## src/rtl/alu_pkg.sv

```systemverilog
// Shared ALU definitions: opcode encodings and the arbiter FSM state encoding.
package alu_pkg;

  localparam logic [1:0] ALU_ADD = 2'b00;
  localparam logic [1:0] ALU_SUB = 2'b01;
  localparam logic [1:0] ALU_AND = 2'b10;
  localparam logic [1:0] ALU_OR  = 2'b11;

  typedef enum logic [1:0] {
    ST_IDLE = 2'd0,
    ST_EXEC = 2'd1,
    ST_RESP = 2'd2
  } state_t;

endpackage

```

## src/rtl/alu_arbiter_if.sv

```systemverilog
// Bus bundle between two ALU requesters, the result consumer and the arbiter.
interface alu_arbiter_if #(
  parameter int WIDTH = 32
);

  // Valid/ready: a transfer happens on a rising edge where both valid and ready
  // are high; a requester holds its payload stable until that edge, and
  // may withdraw valid earlier with no effect.
  logic             req0_valid;
  logic             req0_ready;
  logic [WIDTH-1:0] req0_a;
  logic [WIDTH-1:0] req0_b;
  logic [1:0]       req0_op;
  logic             req1_valid;
  logic             req1_ready;
  logic [WIDTH-1:0] req1_a;
  logic [WIDTH-1:0] req1_b;
  logic [1:0]       req1_op;
  logic             rsp_valid;
  logic             rsp_ready;
  logic             rsp_id;
  logic [WIDTH-1:0] rsp_out;

  modport master (
    output req0_valid, req0_a, req0_b, req0_op,
    output req1_valid, req1_a, req1_b, req1_op,
    output rsp_ready,
    input  req0_ready, req1_ready, rsp_valid, rsp_id, rsp_out
  );

  modport slave (
    input  req0_valid, req0_a, req0_b, req0_op,
    input  req1_valid, req1_a, req1_b, req1_op,
    input  rsp_ready,
    output req0_ready, req1_ready, rsp_valid, rsp_id, rsp_out
  );

endinterface

```

## src/rtl/alu.sv

```systemverilog
// Combinational 32-bit ALU: ADD, SUB (A-B), AND, OR; arithmetic wraps, no flags.
module alu
  import alu_pkg::*;
#(
  parameter int WIDTH = 32
) (
  input  logic [WIDTH-1:0] A,
  input  logic [WIDTH-1:0] B,
  input  logic [1:0]       op,
  output logic [WIDTH-1:0] result
);

  always_comb begin
    case (op)
      ALU_ADD: result = A + B;
      ALU_SUB: result = A - B;
      ALU_AND: result = A & B;
      default: result = A | B;
    endcase
  end

endmodule

```

## src/rtl/alu_arbiter.sv

```systemverilog
// Round-robin scheduler sharing one ALU between two requesters; one operation
// in flight, IDLE -> EXEC -> RESP, result held until the consumer takes it.
module alu_arbiter
  import alu_pkg::*;
#(
  parameter int WIDTH = 32
) (
  input  logic          clk,
  input  logic          rst,
  alu_arbiter_if.slave  bus,
  output state_t        dbg_state
);

  state_t           state;
  state_t           state_nxt;
  logic [WIDTH-1:0] a_q;
  logic [WIDTH-1:0] b_q;
  logic [1:0]       op_q;
  logic             id_q;
  logic             last_grant;
  logic [WIDTH-1:0] out_q;
  logic [WIDTH-1:0] alu_y;
  logic             grant0;
  logic             grant1;
  logic             accept;

  // Requester 1 wins when alone or when requester 0 was served last.
  assign grant1 = bus.req1_valid && (!bus.req0_valid || !last_grant);
  assign grant0 = bus.req0_valid && !grant1;
  assign accept = (state == ST_IDLE) && !rst && (bus.req0_valid || bus.req1_valid);

  always_ff @(posedge clk or posedge rst) begin
    if (rst) state <= ST_IDLE;
    else     state <= state_nxt;
  end

  always_comb begin
    state_nxt = state;
    case (state)
      ST_IDLE: if (accept)        state_nxt = ST_EXEC;
      ST_EXEC:                    state_nxt = ST_RESP;
      ST_RESP: if (bus.rsp_ready) state_nxt = ST_IDLE;
      default:                    state_nxt = ST_IDLE;
    endcase
  end

  always_comb begin
    bus.req0_ready = (state == ST_IDLE) && !rst && grant0;
    bus.req1_ready = (state == ST_IDLE) && !rst && grant1;
    bus.rsp_valid  = (state == ST_RESP);
  end

  always_ff @(posedge clk or posedge rst) begin
    if (rst) begin
      a_q        <= '0;
      b_q        <= '0;
      op_q       <= ALU_ADD;
      id_q       <= 1'b0;
      out_q      <= '0;
      last_grant <= 1'b1;
    end else begin
      if (accept) begin
        a_q  <= grant1 ? bus.req1_a  : bus.req0_a;
        b_q  <= grant1 ? bus.req1_b  : bus.req0_b;
        op_q <= grant1 ? bus.req1_op : bus.req0_op;
        id_q <= grant1;
      end
      if (state == ST_EXEC) out_q <= alu_y;
      if ((state == ST_RESP) && bus.rsp_ready) last_grant <= id_q;
    end
  end

  alu #(.WIDTH(WIDTH)) u_alu (
    .A      (a_q),
    .B      (b_q),
    .op     (op_q),
    .result (alu_y)
  );

  assign bus.rsp_id  = id_q;
  assign bus.rsp_out = out_q;
  assign dbg_state   = state;

endmodule

```

## src/flat_wrapper.sv

```systemverilog
// flat-port wrapper written by rule: the top's interface ports become plain ports
module alu_arbiter_flat import alu_pkg::*;
#(
  parameter int WIDTH = 32
)
  (clk, rst, dbg_state, bus_req0_valid, bus_req0_a, bus_req0_b, bus_req0_op, bus_req1_valid, bus_req1_a, bus_req1_b, bus_req1_op, bus_rsp_ready, bus_req0_ready, bus_req1_ready, bus_rsp_valid, bus_rsp_id, bus_rsp_out);
  alu_arbiter_if #(.WIDTH(WIDTH)) bus_i ();
  input  logic clk;
  input  logic rst;
  output state_t dbg_state;
  input wire logic [$bits(bus_i.req0_valid)-1:0] bus_req0_valid;
  input wire logic [$bits(bus_i.req0_a)-1:0] bus_req0_a;
  input wire logic [$bits(bus_i.req0_b)-1:0] bus_req0_b;
  input wire logic [$bits(bus_i.req0_op)-1:0] bus_req0_op;
  input wire logic [$bits(bus_i.req1_valid)-1:0] bus_req1_valid;
  input wire logic [$bits(bus_i.req1_a)-1:0] bus_req1_a;
  input wire logic [$bits(bus_i.req1_b)-1:0] bus_req1_b;
  input wire logic [$bits(bus_i.req1_op)-1:0] bus_req1_op;
  input wire logic [$bits(bus_i.rsp_ready)-1:0] bus_rsp_ready;
  output wire logic [$bits(bus_i.req0_ready)-1:0] bus_req0_ready;
  output wire logic [$bits(bus_i.req1_ready)-1:0] bus_req1_ready;
  output wire logic [$bits(bus_i.rsp_valid)-1:0] bus_rsp_valid;
  output wire logic [$bits(bus_i.rsp_id)-1:0] bus_rsp_id;
  output wire logic [$bits(bus_i.rsp_out)-1:0] bus_rsp_out;
  assign bus_i.req0_valid = bus_req0_valid;
  assign bus_i.req0_a = bus_req0_a;
  assign bus_i.req0_b = bus_req0_b;
  assign bus_i.req0_op = bus_req0_op;
  assign bus_i.req1_valid = bus_req1_valid;
  assign bus_i.req1_a = bus_req1_a;
  assign bus_i.req1_b = bus_req1_b;
  assign bus_i.req1_op = bus_req1_op;
  assign bus_i.rsp_ready = bus_rsp_ready;
  assign bus_req0_ready = bus_i.req0_ready;
  assign bus_req1_ready = bus_i.req1_ready;
  assign bus_rsp_valid = bus_i.rsp_valid;
  assign bus_rsp_id = bus_i.rsp_id;
  assign bus_rsp_out = bus_i.rsp_out;
  alu_arbiter #(.WIDTH(WIDTH)) u_core (.clk(clk), .rst(rst), .bus(bus_i), .dbg_state(dbg_state));
endmodule
```

## config.mk

```make
export PLATFORM = sky130hd
export DESIGN_NAME = alu_arbiter_flat
export DESIGN_NICKNAME = d
export VERILOG_FILES = /design/src/rtl/alu_pkg.sv /design/src/rtl/alu_arbiter_if.sv /design/src/rtl/alu.sv /design/src/rtl/alu_arbiter.sv /design/src/flat_wrapper.sv
export SDC_FILE = /design/constraint.sdc
export NUM_CORES = 1
export LEC_CHECK = 0
export ABC_AREA = 1
export CORE_MARGIN = 8
export CORE_UTILIZATION = 35
export DETAILED_ROUTE_END_ITERATION = 8
export GPL_ROUTABILITY_DRIVEN = 0
export PLACE_DENSITY = 0.65
export SKIP_CTS_REPAIR_TIMING = 1
export SYNTH_ARGS = -nofsm -noshare
export SYNTH_HDL_FRONTEND = slang
export SYNTH_SLANG_ARGS = --single-unit
```

## constraint.sdc

```tcl
create_clock -name clk -period 2.7 [get_ports clk]
set_input_delay 0.27 -clock clk [delete_from_list [all_inputs] [get_ports clk]]
set_output_delay 0.27 -clock clk [all_outputs]
set_load 0.02 [all_outputs]
```

Word-level counts from Yosys, hierarchy flattened
Index checks and enable logic that the tools add are counted.
{"block": "totals", "reg_bits": 102, "latchBits": 0, "ram_bits": 0, "rom_bits": 0, "in_bits": 137, "output_inout_bits": 38, "memories": 0}
{"block": "classes", "addsub": 2, "mul": 0, "div": 0, "magnitude_cmp": 0, "eq_ne": 6, "n_shift": 0, "muxes": 7, "bitwise": 2, "reduce_logical": 16}
{"cell": "one-hot mux 32 bit (3 select lines)", "n": 1}
{"cell": "2-to-1 mux 32 bit", "n": 2}
{"cell": "adder 32 bit", "n": 1}
{"cell": "AND 32 bit", "n": 1}
{"cell": "OR 32 bit", "n": 1}
{"cell": "subtractor 32 bit", "n": 1}
{"cell": "logical AND 1 bit", "n": 7}
{"cell": "2-to-1 mux 2 bit", "n": 3}
{"cell": "one-hot mux 2 bit (3 select lines)", "n": 1}
{"cell": "equality test 2 x 1 -> 1 bit (second input constant)", "n": 2}
{"cell": "equality test 2 bit (second input constant)", "n": 2}
{"cell": "zero test 1 bit", "n": 4}
{"cell": "zero test 2 bit", "n": 2}
{"cell": "logical OR 1 bit", "n": 2}
{"cell": "!= test 2 x 1 -> 1 bit (second input constant)", "n": 1}
{"cell": "!= test 2 bit (second input constant)", "n": 1}
{"cell": "AND reduction 2 bit", "n": 1}

Depth between registers and ports, before layout
{"block": "logic_depth", "ltp_word": 6, "depth_mapped": 25, "ltp_nobuf": 25}

By module
A second synthesis with hierarchy kept.
{"block": "unflattened", "hier_cells": 1481, "hier_area_um2": 8836.0}
{"module": "alu_arbiter", "instances": 1, "cells_each": 666, "area_each_um2": 4894.7}
{"module": "alu", "instances": 1, "cells_each": 815, "area_each_um2": 3941.3}

Worst setup path before layout
No wires, ideal clock.
{"block": "synth_path", "path_type": "flip-flop to flip-flop", "start": "register u_core.b_q[0]", "end": "register u_core.out_q[31], in the netlist u_core.bus.rsp_out[31]", "arrival_time_ns": 2.669, "required_ns": 2.578, "path_slack_ns": -0.091, "stages_incl_launch_ff": 25, "path_buffers": 0, "synth_period_minus_slack_ns": 2.791, "path_cell_list": "dfrtp_1 > inv_1 > ha_1 > inv_1 > nor3_4 > inv_2 > nor2_2 > nand2_2 > nor2_4 > nand2_1 > o21ai_2 > nand2_1 > xor2_1 > ha_1 > nand2_1 > nor3_1 > nand2_1 > inv_1 > nand2_1 > nand2_1 > inv_1 > nand2_1 > nand2_1 > nand3_1 > a21oi_1"}
{"block": "synth_between", "elab_chain_cells": 2, "elab_cells_between_ends": 3, "classes_between": "add/sub: 2; mux: 1"}
{"element": "from (decl)", "line": "alu_arbiter.sv:17", "text": "logic [WIDTH-1:0] b_q;"}
{"element": "from (signal assigned)", "line": "alu_arbiter.sv:64", "text": "b_q <= grant1 ? bus.req1_b : bus.req0_b;"}
{"element": "subtractor 32 bit / adder 32 bit (equally long branches)", "line": "alu.sv:16, alu.sv:15"}
{"element": "one-hot mux 32 bit (3 select lines) *", "line": "alu.sv:14", "text": "case (op)"}
{"element": "to (signal assigned)", "line": "alu_arbiter.sv:68", "text": "if (state == ST_EXEC) out_q <= alu_y;"}
{"element": "to (decl)", "line": "alu_arbiter.sv:21", "text": "logic [WIDTH-1:0] out_q;"}
Every way passes the cells marked *; elsewhere a longest branch is shown, timed or not.
A chain may end at the register's enable or synchronous reset.

Worst setup path after layout
{"block": "layout_path", "start": "register u_core.b_q[1]", "end": "register u_core.out_q[31], in the netlist u_core.bus.rsp_out[31]"}
The elaborated chain is that of the path after synthesis.

==> results.sh <==
export IMPL_finalSetupViolations=22
export IMPL_finalCriticalPeriod_ns=3.15
export IMPL_regArea_um2=2550
export IMPL_vias_per_cell=5.19
export IMPL_synthDominantCellAreaShare=0.313
export IMPL_path_class="reg -> reg"
export IMPL_die_h_um=168
export IMPL_synth_top_family_by_area="simple AND/OR/NAND/NOR gates"
export IMPL_grtUsageTotal=0.204
export IMPL_dieArea_um2=28200
export IMPL_fin_nets=1649
export IMPL_drc=0
export IMPL_yosysTopAreaCell="dfrtp_1"
export IMPL_cts_root_buf="clkbuf_16"
export IMPL_rsz0062_at_grt="yes"
export IMPL_syn_area_um2=8070
export IMPL_slew_headroom=0.458
export IMPL_synth_xor_xnor_area_share=0.0315
export IMPL_synth_mux_area_frac=0
export IMPL_hold_path_class="in -> async"
export IMPL_slew_viol_final=0
export IMPL_place_inst=1741
export IMPL_synth_fa_ha_area_frac=0.0552
export IMPL_clkSlewWorstSetupHoldPaths_ns=0.07
export IMPL_n_fill_cell=2164
export IMPL_cts_tree="done"
export IMPL_synth_ff_type="dfrtp_1"
export IMPL_hpwl_mm=23.3
export IMPL_io_pins=175
export IMPL_tightest_slew_ns=0.812
export IMPL_clock_skew_ns=0.0117
export IMPL_violations="negative setup slack"
export IMPL_routed_wl_mm=29.8
export IMPL_p_total_uw=18600
export IMPL_fin_cells=1767
export IMPL_required_ns=2.95
export IMPL_drive_gt1_frac=0.197
export IMPL_cp_max_fo=4
export IMPL_antenna_found_initial=0
export IMPL_syn_area_per_cell_um2=6.66
export IMPL_synthSimpleGateAreaFrac=0.267
export IMPL_core_area_um2=22600
export IMPL_multi_input_area_um2=5210
export IMPL_syn_inst=1212
export IMPL_power_density_nw_per_um2=1570
export IMPL_p_leak_uw=0.00562
export IMPL_async_flop_share=1.00
export IMPL_start_util=0.357
export IMPL_critPathArrivalTime_ns=3.40
export IMPL_synth_distinct_cells=41
export IMPL_routedWlPerCell_um=16.8
export IMPL_die_x_um=168
export IMPL_synth_compound_area_frac=0.223
export IMPL_via_count=9165
export IMPL_cts_max_level=3
export IMPL_grt_ovfl_total=0
export IMPL_antenna_cells=0
export IMPL_final_hold_viol_count=0
export IMPL_cts_path_max_buffers=2
export IMPL_irDropWorstVdd_mv=0.687
export IMPL_ant_nets=0
export IMPL_post_route_period_util=1.17
export IMPL_ys_ff_latch=102
export IMPL_io_buffers=174
export IMPL_critPathLaunchType="flop"
export IMPL_grt_pass1_wl_mm=46.2
export IMPL_worstSetupEndpointType="flop"
export IMPL_ys_seq_area_frac=0.316
export IMPL_maxCapViolations=0
export IMPL_status="finished, violations left"
export IMPL_synthToLayoutAreaGrowth_pct=46.5
export IMPL_yosysWarnings=0
export IMPL_synth_edf_count=0
export IMPL_cts_buffers=9
export IMPL_initialDrtViolationCount=883
export IMPL_dr_pass1_iters=6
export IMPL_num_rows=55
export IMPL_grt_pass1_vias=8808
export IMPL_clock_sinks=102
export IMPL_syn_nets=1384
export IMPL_insertion_delay_ns=0.36
export IMPL_setup_slack_ns=-0.454
export IMPL_grt_max_degree=86
export IMPL_fmax_mhz=317
export IMPL_synthTopCellsByArea="dfrtp_1 (31%), nand2_1 (15%), a21oi_1 (9.6%), inv_1 (8.0%), ha_1 (5.3%)"
## stage by stage
| stage | setup TNS, ns | worst slack, ns | utilization | hold WS (ns) | area (um2) |
|---|---|---|---|---|---|
| after floorplan | -0.0513 | -0.0247 | - | 0.377 | 8100 |
| after global placement | -4.15 | -0.329 | 0.482 | 0.468 | 10900 |
| after detailed placement | -5.71 | -0.367 | 0.482 | 0.478 | 10900 |
| after CTS | -6.17 | -0.382 | 0.495 | 0.347 | 11200 |
| after global routing | -10.65 | -0.635 | 0.522 | 0.388 | 11800 |
| final | -5.86 | -0.454 | 0.522 | 0.337 | 11800 |
## routing by layer
metal | global-route usage | wire length [um] | up-vias
met1 | 0.287 | 13700 | 4246
met3 | 0.0442 | 2240 | 58
met4 | 0.0664 | 807 | 0
met2 | 0.306 | 13000 | 351
li1 | - | - | 4510
met5 | 0 | 0 | -
## logic make-up (layout without fill, tap and decap cells)
| family | after synthesis | after routing |
|---|---|---|
| AND/OR/NAND/NOR | 522 | 522 |
| flip-flops | 102 | 102 |
| XOR/XNOR | 29 | 29 |
| AO/OA/AOI/OAI | 301 | 301 |
| adder cells (fa/ha/maj) | 35 | 35 |
| buffers and inverters | 223 | 493 |
## layout by cell type, fill, tap and decap left out, types with 5 or more instances in the layout
master / netlist / final
a21oi_2: 0 / 22
nand3_2: 0 / 6
nor2_4: 1 / 5
nand2_4: 0 / 7
nand2_2: 3 / 37
xor2_2: 0 / 5
ha_1: 34 / 21
or2_2: 6 / 6
ha_4: 0 / 11
nor3_1: 8 / 5
nor2_2: 4 / 19
a21oi_1: 155 / 131
dfrtp_1: 101 / 101
a22oi_1: 52 / 52
a41oi_1: 6 / 6
nor2_1: 107 / 88
a311oi_1: 6 / 6
a31oi_1: 7 / 7
inv_2: 5 / 14
o21ai_1: 3 / 8
nand2_1: 317 / 276
nand4_1: 7 / 7
nand3_1: 56 / 50
clkdlybuf4s50_1: 0 / 174
nand3b_1: 7 / 7
inv_1: 173 / 162
xor2_1: 29 / 24
buf_4: 0 / 121
o21ai_0: 45 / 39
a2bb2oi_1: 14 / 14
clkbuf_16: 0 / 9
## power breakdown
part	switching (uW)	internal, uW
logic	8290	6010
registers	636	2230
clock network	631	771
total	9550	9020
## cells in the mapped netlist (all sizes together), types with 10 or more instances
cell	count
nand2	320
inv	178
a21oi	157
nor2	112
dfrtp	101
nand3	56
a22oi	52
o21ai	50
ha	34
clkbuf	30
xor2	29
buf	15
a2bb2oi	14
nor3	10
## registers in the layout, indices dropped and copies added (netlist names)
signal,cells
u_core.a_q,32
u_core.b_q,32
u_core.bus.rsp_out,32
u_core.dbg_state,2
u_core.op_q,2
u_core.bus.rsp_id,1
u_core.last_grant,1
## critical path: stages (launching register included)
cell	delay (ns)
dfrtp_1	0.42
inv_2	0.09
ha_4	0.14
inv_2	0.04
nor3_4	0.17
inv_2	0.06
nor2_4	0.13
nand2_4	0.08
nor2_4	0.16
nand2_2	0.10
o21ai_4	0.20
nand2_2	0.10
xor2_2	0.20
ha_4	0.31
nand2_4	0.07
nor3_4	0.21
buf_4	0.16
a21oi_4	0.05
nand2_2	0.08
inv_1	0.04
nand2_1	0.04
nand2_1	0.04
nand3_1	0.08
a21oi_1	0.07
## final cells by class
type / instances / share of cell area
inverter: 178 / 0.0569
multi-input combinational: 887 / 0.441
timing repair buffer: 299 / 0.230
tap: 285 / 0.0302
clock inverter: 5 / 0.00476
clock buffer: 11 / 0.0214
sequential: 102 / 0.216
## final timing paths
path,startpoint,to,slack (ns),depth (start not counted)
worst max-delay path,u_core.b_q[1],u_core.bus.rsp_out[31],-0.45,23
worst min-delay path,rst,u_core.bus.rsp_id,0.34,2
worst max register to register,u_core.b_q[1],u_core.bus.rsp_out[31],-0.45,23
worst min register to register,u_core.last_grant,u_core.last_grant,0.49,2
max in group asynchronous,rst,u_core.a_q[10],1.78,3
min in group clk,bus_req1_a[5],u_core.a_q[5],0.45,3
(Power assumes the default switching activity.)
==> variant, RTL diff (config.mk and constraints unchanged) <==
Put one more register stage on the output `dbg_state`, without a reset. The value now appears one clock later. The other outputs are not delayed to match.
--- a/src/rtl/alu_arbiter.sv
+++ b/src/rtl/alu_arbiter.sv
@@ -81,3 +81,5 @@
   assign bus.rsp_out = out_q;
-  assign dbg_state   = state;
+  always_ff @(posedge clk) begin
+    dbg_state <= state;
+  end
 
Check against the original RTL: not equivalent (a bounded check fails within 4 cycles, from zero or initial values and one cycle with rst high).
==> variant against the unedited design <==
The flow still finishes with violations (setup timing). Total power increased by 1.7%. Setup slack better by 0.064 ns. Sequential cell count increased by 2. Design area grew 1.2%. Wire length grew 0.67%. Final cell count down 0.68%. Non-clock buffer count is 4 lower. Synthesized area rose by 0.28%. Critical path type unchanged. Critical endpoint is now u_core.bus.rsp_out[28].
==> variant: results (changes against the unedited design) <==
WORSTPATHARRIVAL_NS=3.38  # -0.02 ns
STDCELL_COUNT=1755  # -0.68%
SYNTH_COMPOUND_GATE_AREA_SHARE=0.2255  # +0.002781
SYNTH.YOSYS.SEQ_AREA_SHARE=0.3205  # +0.004066
SLOWEST_DELAY_NS=0.39  # -0.03 ns
SETUP_SLACK_NS=-0.3892  # +0.06444 ns
DRT_FIRST_PASS_ITERS=5  # -1
SYNTHXORXNORAREAFRAC=0.03138  # -0.00008756
GLOBAL_ROUTE_WIRE_LENGTH_BEFORE_REPAIR_MM=45.91  # -0.69%
ROUTE.MET2.WL_MM=13.70  # +5.1%
STATUS='finished, violations left'
GRTUSAGETOTAL=0.2029  # -0.001386
R2R_CELLS=19  # -17%
MET1_LENGTH_MM=13.65  # about the same
POST_ROUTE_CELLS_DRIVE_ABOVE_1_SHARE=0.2061  # +0.009091
R2R_END='u_core.bus.rsp_out[28]'
BIGGEST_AREA_CONTRIBUTORS_IN_THE_SYNTHESIZED_NETLIST='sky130_fd_sc_hd__dfrtp_1 31%, sky130_fd_sc_hd__nand2_1 14%, sky130_fd_sc_hd__a21oi_1 9.7%, sky130_fd_sc_hd__inv_1 7.8%, sky130_fd_sc_hd__ha_1 5.3%'
PEAKVDDDROP_uV=583.5  # -15%
FINALSETUPTNS_NS=-3.009  # +2.852 ns
GROUTE.LAYER.MET2.USAGE=0.3171  # +0.01148
SYNTH.AVG_CELL_AREA_UM2=6.723  # +0.95%
ROUTED_VIA_DENSITY=5.190  # about the same
SYNTH.DISTINCT_CELLS=43  # +4.9%
POST_SYNTHESIS_NET_COUNT=1376  # -0.58%
NETLIST_TOP_CELLS_COUNT='311 x sky130_fd_sc_hd__nand2_1, 168 x sky130_fd_sc_hd__inv_1, 157 x sky130_fd_sc_hd__a21oi_1, 109 x sky130_fd_sc_hd__nor2_1, 101 x sky130_fd_sc_hd__dfrtp_1'
SETUP_VIOL_COUNT_FINAL=19  # -14%
FIRST_GLOBAL_VIAS=8728  # -0.91%
SYNTH_ADDER_AREA_SHARE=0.05503  # -0.0001536
FIN_TOTAL_PWR_mW=18.89  # +1.7%
CRITPATHLAUNCH='u_core.b_q[0]'
FAILED_CHECKS='setup timing'
PLACED_CELLS_INCL_TAPS=1725  # -0.92%
NETS=1637  # -0.73%
FIN_SKEW_NS=0.01350  # +0.001815 ns
GRT_MAX_DEGREE=69  # -20%
FINALWIRELENGTH_MM=29.95  # +0.67%
STATIC-LEAKAGE-POWER_nW=5.626  # +0.15%
DRT_FIRST_ITER_VIOLATIONS=819  # -7.2%
[variant: cell types whose count changed after synthesis, moves of 3 or more]
cell,delta
sky130_fd_sc_hd__buf_6,-3
sky130_fd_sc_hd__inv_1,-5
sky130_fd_sc_hd__clkbuf_1,-11
sky130_fd_sc_hd__buf_1,+3
sky130_fd_sc_hd__nand2_1,-6
sky130_fd_sc_hd__nor3_1,-3
sky130_fd_sc_hd__buf_2,+9
sky130_fd_sc_hd__nand3_1,-3
[variant: layout make-up]
type	instances	area, µm²
Clock inverter	6	92.59
Inverter	175	664.4
Timing Repair Buffer	295	2708
Clock buffer	10	229.0
Multi-Input combinational cell	880	5315
Sequential cell	104	2596
Fill cell	2120	10680
Tap cell	285	356.6
[variant: logic make-up after synthesis]
| group | Yosys count |
|---|---|
| and+or+nand+nor | 512 |
| xor gates and xnor gates | 29 |
| AOI/OAI and AO/OA | 304 |
| buffers and inverters | 220 |
| DFF | 104 |
| adders and majority gates | 35 |
